==> src/rtl/wb_arbiter_pkg.sv <==
// Shared CPU constants for the write-back arbiter.
// Holds default widths and requester index constants.
package wb_arbiter_pkg;

    // Default data and register-address widths (8 registers).
    localparam int CPU_DATA_W = 8;
    localparam int CPU_ADDR_W = 3;

    // Requester indices; also the encoding of LAST_GRANT.
    localparam logic REQ_ALU  = 1'b0;
    localparam logic REQ_LOAD = 1'b1;

    // Winner index from a one-hot {grant1, grant0} pair.
    function automatic logic winner(input logic g1);
        return g1 ? REQ_LOAD : REQ_ALU;
    endfunction

endpackage

==> src/rtl/wb_arbiter_mux_n.sv <==
// Parameterized 2:1 selector used for both data and address paths.
// Ports: a (sel=0), b (sel=1), sel, y.
module mux_n #(
    parameter int W = 8
) (
    input  logic [W-1:0] a,
    input  logic [W-1:0] b,
    input  logic         sel,
    output logic [W-1:0] y
);

    assign y = sel ? b : a;

endmodule

==> src/rtl/wb_arbiter.sv <==
// Round-robin arbiter for the single register-file write port.
// Ports: two valid/ready requesters in, one held write + RF_READY out.
module wb_arbiter
    import wb_arbiter_pkg::*;
#(
    parameter int DATA_W = CPU_DATA_W,
    parameter int ADDR_W = CPU_ADDR_W
) (
    input  logic              CLK,
    input  logic              RESET_N,
    input  logic              REQ0_VALID,
    input  logic [ADDR_W-1:0] REQ0_ADDR,
    input  logic [DATA_W-1:0] REQ0_DATA,
    output logic              REQ0_READY,
    input  logic              REQ1_VALID,
    input  logic [ADDR_W-1:0] REQ1_ADDR,
    input  logic [DATA_W-1:0] REQ1_DATA,
    output logic              REQ1_READY,
    output logic              WRITEENABLE,
    output logic [ADDR_W-1:0] WRITEREG,
    output logic [DATA_W-1:0] WRITEDATA,
    input  logic              RF_READY,
    output logic              LAST_GRANT
);

    logic              space;
    logic              grant0;
    logic              grant1;
    logic              xfer;
    logic [ADDR_W-1:0] sel_addr;
    logic [DATA_W-1:0] sel_data;

    // Output register is free now or drains this cycle.
    assign space = !WRITEENABLE || RF_READY;

    // Under contention the requester that did not win last time goes.
    always_comb begin
        grant0 = 1'b0;
        grant1 = 1'b0;
        unique case ({REQ1_VALID, REQ0_VALID})
            2'b01: grant0 = 1'b1;
            2'b10: grant1 = 1'b1;
            2'b11: begin
                if (LAST_GRANT == REQ_LOAD) grant0 = 1'b1;
                else                        grant1 = 1'b1;
            end
            default: ;
        endcase
    end

    assign REQ0_READY = space && grant0;
    assign REQ1_READY = space && grant1;

    // A grant implies the matching valid, so any ready is a transfer.
    assign xfer = REQ0_READY || REQ1_READY;

    mux_n #(.W(DATA_W)) u_data_mux (
        .a   (REQ0_DATA),
        .b   (REQ1_DATA),
        .sel (grant1),
        .y   (sel_data)
    );

    mux_n #(.W(ADDR_W)) u_addr_mux (
        .a   (REQ0_ADDR),
        .b   (REQ1_ADDR),
        .sel (grant1),
        .y   (sel_addr)
    );

    // Reset discards any held write and restores the pointer so
    // that the ALU wins the first contended cycle.
    always_ff @(posedge CLK or negedge RESET_N) begin
        if (!RESET_N) begin
            WRITEENABLE <= 1'b0;
            WRITEREG    <= '0;
            WRITEDATA   <= '0;
            LAST_GRANT  <= REQ_LOAD;
        end else if (xfer) begin
            WRITEENABLE <= 1'b1;
            WRITEREG    <= sel_addr;
            WRITEDATA   <= sel_data;
            LAST_GRANT  <= winner(grant1);
        end else if (RF_READY) begin
            WRITEENABLE <= 1'b0;
        end
    end

endmodule

==> config.mk <==
export PLATFORM = sky130hd
export DESIGN_NAME = wb_arbiter
export DESIGN_NICKNAME = d
export VERILOG_FILES = /design/src/rtl/wb_arbiter_pkg.sv /design/src/rtl/wb_arbiter_mux_n.sv /design/src/rtl/wb_arbiter.sv
export SDC_FILE = /design/constraint.sdc
export NUM_CORES = 1
export LEC_CHECK = 0
export ABC_AREA = 0
export BUFFER_PORTS_ARGS = -buffer_cell sky130_fd_sc_hd__buf_2
export CORE_UTILIZATION = 44
export DETAILED_ROUTE_END_ITERATION = 16
export GPL_ROUTABILITY_DRIVEN = 0
export GPL_TIMING_DRIVEN = 0
export MAX_ROUTING_LAYER = met4
export PLACE_DENSITY = 0.82
export SLEW_MARGIN = 10
export SYNTH_ARGS = -nofsm -noshare
export SYNTH_HDL_FRONTEND = slang
export SYNTH_SLANG_ARGS = --single-unit
==> constraint.sdc <==
create_clock -name CLK -period 4.07 [get_ports CLK]
set_input_delay 0.407 -clock CLK [delete_from_list [all_inputs] [get_ports CLK]]
set_output_delay 0.407 -clock CLK [all_outputs]
set_load 0.005 [all_outputs]
# Word-level counts from Yosys, hierarchy flattened
# Index checks and enable logic that the tools add are counted.
# word_totals
reg_bits	13
inputBits	27
wordCells	22
# classes
n_eq_ne	3
n_mux	9
n_reduce_logical	6
# ops
operator	count
2-to-1 mux 8 bit	1
2-to-1 mux 1 bit	5
== test 2 bit, second input constant	2
one-hot mux 1 bit (2 select lines)	2
2-to-1 mux 3 bit	1
== test 2 x 1 -> 1 bit, second input constant	1
logical AND 1 bit	2
logical OR 1 bit	2
nonzero test 2 bit	1
zero test 1 bit	1

# Longest topological paths before layout
# depth
word_depth	5
ltp_mapped	4
mapped_depth_nobuf	3

# Cells and area by module
# A second synthesis with hierarchy kept.
# hier_totals
hier_cells	47
hier_area_um2	748.2
# by_module_without_submodules
module	instances	cells_per_inst	area_per_inst_um2	seq_area_each_um2
wb_arbiter	1	35	583.1	326.6
mux_n (u_data_mux)	1	9	131.4	0.0
mux_n (u_addr_mux)	1	3	33.8	0.0

# Least setup slack after synthesis
# Ideal clock, no wire load.
# synth_timing
path_type	input-to-reg
startpoint	input port REQ1_VALID
endpoint	register WRITEDATA[0]
arrival_ns	1.328
required_time_ns	3.945
setup_slack_ns	2.617
cell_stages	4
path_buffers	1
path_cell_list	a21boi_2 buf_6 mux2_4 mux2_2
# synth_via
elab_chain_cells	4
word_cells_on_any_way	9
classes_between	eq/ne (3); mux (3); reduce/logical (3)
# synth_lines
element	line	text
start, declared	wb_arbiter.sv:15	input logic REQ1_VALID,
== test 2 bit or == test 2 x 1 -> 1 bit (tied branches)	wb_arbiter.sv:40	unique case ({REQ1_VALID, REQ0_VALID})
one-hot mux 1 bit (2 select lines)	wb_arbiter.sv:40	
logical AND 1 bit, on equally long branches	wb_arbiter.sv:51, wb_arbiter.sv:52	
logical OR 1 bit	wb_arbiter.sv:55	assign xfer = REQ0_READY || REQ1_READY;
end signal, assigned	wb_arbiter.sv:82	WRITEDATA <= sel_data;
end, declared	wb_arbiter.sv:21	output logic [DATA_W-1:0] WRITEDATA,
# Several ways; a longest one is shown, not always the timed one.
# A chain may end at the register's enable or synchronous reset.

# Final worst setup path
# layout_timing
startpoint	register LAST_GRANT
endpoint	output port REQ1_READY
# layout_via
elab_chain_cells	3
# layout_lines
element	line	text
start, declared	wb_arbiter.sv:23	output logic LAST_GRANT
start signal, assigned	wb_arbiter.sv:83	LAST_GRANT <= winner(grant1);
2-to-1 mux 1 bit	wb_arbiter.sv:44	if (LAST_GRANT == REQ_LOAD) grant0 = 1'b1;
one-hot mux 1 bit (2 select lines)	wb_arbiter.sv:40	
logical AND 1 bit	wb_arbiter.sv:52	assign REQ1_READY = space && grant1;
end, declared	wb_arbiter.sv:18	output logic REQ1_READY,
# Every way passes these cells.

==> results.txt <==
Final Cycle Share - 0.438
Slew @ Worst Pin - 0.294 ns
GRT Overall Usage - 0.170
LEAKAGE - 0.000489 µW
worst vdd ir - 0.218 mV
pin count of the biggest net entering global routing - 14
# DRC - 0
WL/cell - 12.2 µm
final-report max-slew violation count - 0
CTS tree - done
Seq pwr share - 0.464
Worst-Skew Late Latency - 0.29 ns
full die area - 1710 µm²
P per Cell Area - 391 nW/µm²
Setup TNS - 0 ns
Mapped Nets - 74
CP max FO - 10
FF+latch count, synth - 13
highest clock rate - 561 MHz
met2 usage - 0.262
Detail Placement HPWL - 1030 µm
Seq/Total Area, Yosys - 0.480
H-tree depth - 1
Switch Pwr - 102 µW
Setup-failing EPs final - 0
Initial Util - 0.498
antenna cells - 0
max_slew headroom - 0.804
yosys warns - 0
Vias - 534
width of the die - 41.3 µm
total grt overflow - 0
Final #Nets - 121
P_int - 266 µW
worst hold path type - input port to register
status - finished clean
CTS Buf Count - 3
vias in the first global route - 426
Mapped Area - 681 µm²
critical path launch point type - register
GR peak layer - met2
Root Buffer - clkbuf_4
Top Ports - 42
critical-path cell list - a21boi_2 > buf_6 > and2_1 > buf_2
area grow syn2layout - 38.2%
layout cells sized above 1 - 0.731
cell count after placement - 103
most frequent cells in the layout - buf_2 (42), dfrtp_1 (12), mux2_2 (11)
clock sinks - 13
met1 Use GR - 0.188
Logic pwr share - 0.308
syn avg cell area - 14.5 µm²
synth unique cells - 15
antenna viol nets, final - 0
drt initial violations - 0
Final Hold Fails - 0
ranking of synthesized cells by area - dfrtp_1 (44%), mux2_4 (20%), mux2_2 (18%)
antenna violations before repair - 0
post_cts resized - 0
Worst-path clk slew - 0.08 ns
sw frac - 0.277
first-pass GRT wire length - 1710 µm
commonest non-fill, non-tap cell in the layout - buf_2
post-synth top area share - 0.441
global routing usage on met3 - 0.0479
Crit path arrival time - 1.38 ns
Layout Cells excl Fill - 108
worst stage delay on the critical path - 0.58 ns
core area - 1370 µm²
clock buffer depth - 2
RSZ-0062 raised after global routing - no
Mapped Cells - 47
filler instances - 112
Crit path required time - 3.66 ns
Post-CTS Setup Bufs - 0
Slowest cell on crit path - dfstp_2
Tmin final - 1.78 ns
Die Ht - 41.3 µm
Detailed Route WL - 1320 µm
MaxCap Viol Count - 0
cell taking the most area after synthesis - dfrtp_1
PortBufs - 41
Pre-antenna DRT Iters - 1
Crit. End Element - output port
# rows - 13
post-route clock skew - 0.00444 ns
power share of the clock group - 0.228
Worst Path Class, Setup - register to output port
vias per cell - 4.94
==> through the flow <==
| stage | worst slack (ns) | hold slack, ns | util | instance area [µm²] | power [µW] |
|---|---|---|---|---|---|
| after floorplan | 2.62 | 0.111 | - | 681 | 237 |
| after global placement | 2.40 | 0.304 | 0.662 | 905 | 283 |
| after detailed placement | 2.40 | 0.310 | 0.662 | 905 | 288 |
| after CTS | 2.27 | 0.317 | 0.689 | 941 | 373 |
| after global routing | 2.21 | 0.336 | 0.689 | 941 | 389 |
| final | 2.29 | 0.320 | 0.689 | 941 | 368 |
==> layout make-up <==
| cell class | count | area [µm²] | area share |
|---|---|---|---|
| repair buffers | 42 | 215 | 0.229 |
| plain buffers | 2 | 16.3 | 0.0173 |
| inverters | 1 | 3.75 | 0.00399 |
| multi-input cells | 31 | 334 | 0.355 |
| flip-flops and latches | 13 | 327 | 0.347 |
| clock buffers | 4 | 26.3 | 0.0279 |
| well taps | 15 | 18.8 | 0.0199 |
==> layer usage <==
metal / vias to the layer above / share of wire / wire length (µm)
li1: 259 / - / -
met4: 0 / 0.025 / 33
met3: 5 / 0.059 / 78
met5: - / 0 / 0
met2: 24 / 0.47 / 620
met1: 246 / 0.44 / 582
==> flip-flops by register name, summed over array words and instances (netlist names) <==
register and count:
LAST_GRANT 1, WRITEENABLE 1, WRITEREG 3, WRITEDATA 8
==> power groups by stage <==
stage	clock network, µW	registers [µW]	logic [µW]
final	84.0	171	113
after global routing	89.7	174	125
after CTS	86.2	171	115
after detailed placement	0	174	115
after global placement	0	171	112
after floorplan	0	176	61.2
==> critical path, delay by kind of cell, from the launching register on <==
kind            cells  cell delay, ns
simple gates        1            0.15
compound gates      1            0.08
buf+inv             2            0.28
flops               1            0.58
==> cell usage after synthesis (all sizes together) <==
| master | number |
|---|---|
| a21boi | 1 |
| a21oi | 2 |
| a31oi | 1 |
| and2 | 1 |
| buf | 2 |
| dfrtp | 12 |
| dfstp | 1 |
| inv | 1 |
| mux2 | 22 |
| nand2 | 2 |
| nand2b | 1 |
| o21ai | 1 |
==> final timing paths <==
| check | startpoint | to | cells past startpoint | slack, ns |
|---|---|---|---|---|
| max in group asynchronous | RESET_N | LAST_GRANT | 2 | 3.25 |
| max reg2reg | LAST_GRANT | WRITEDATA[0] | 4 | 2.57 |
| min | REQ0_VALID | LAST_GRANT | 2 | 0.32 |
| min in group asynchronous | RESET_N | WRITEENABLE | 2 | 0.54 |
| min reg2reg | WRITEDATA[5] | WRITEDATA[5] | 1 | 0.51 |
| max | LAST_GRANT | REQ1_READY | 4 | 2.29 |
==> repair_timing <==
item / in CTS / in global routing
hold endpoints to repair: 12 / 0
endpoints found under the setup margin: 0 / 0
hold buffers: 1 / 0
==> cell families (layout without fill, tap and decap cells) <==
| logic type | after synthesis | count (layout) | share of synthesized area |
|---|---|---|---|
| AOI/OAI and AO/OA | 5 | 5 | 0.0478 |
| muxes | 22 | 22 | 0.414 |
| DFF | 13 | 13 | 0.480 |
| buffers and inverters | 3 | 49 | 0.0294 |
| and+or+nand+nor | 4 | 4 | 0.0294 |
No activity file was read; power rests on OpenSTA's default activity.
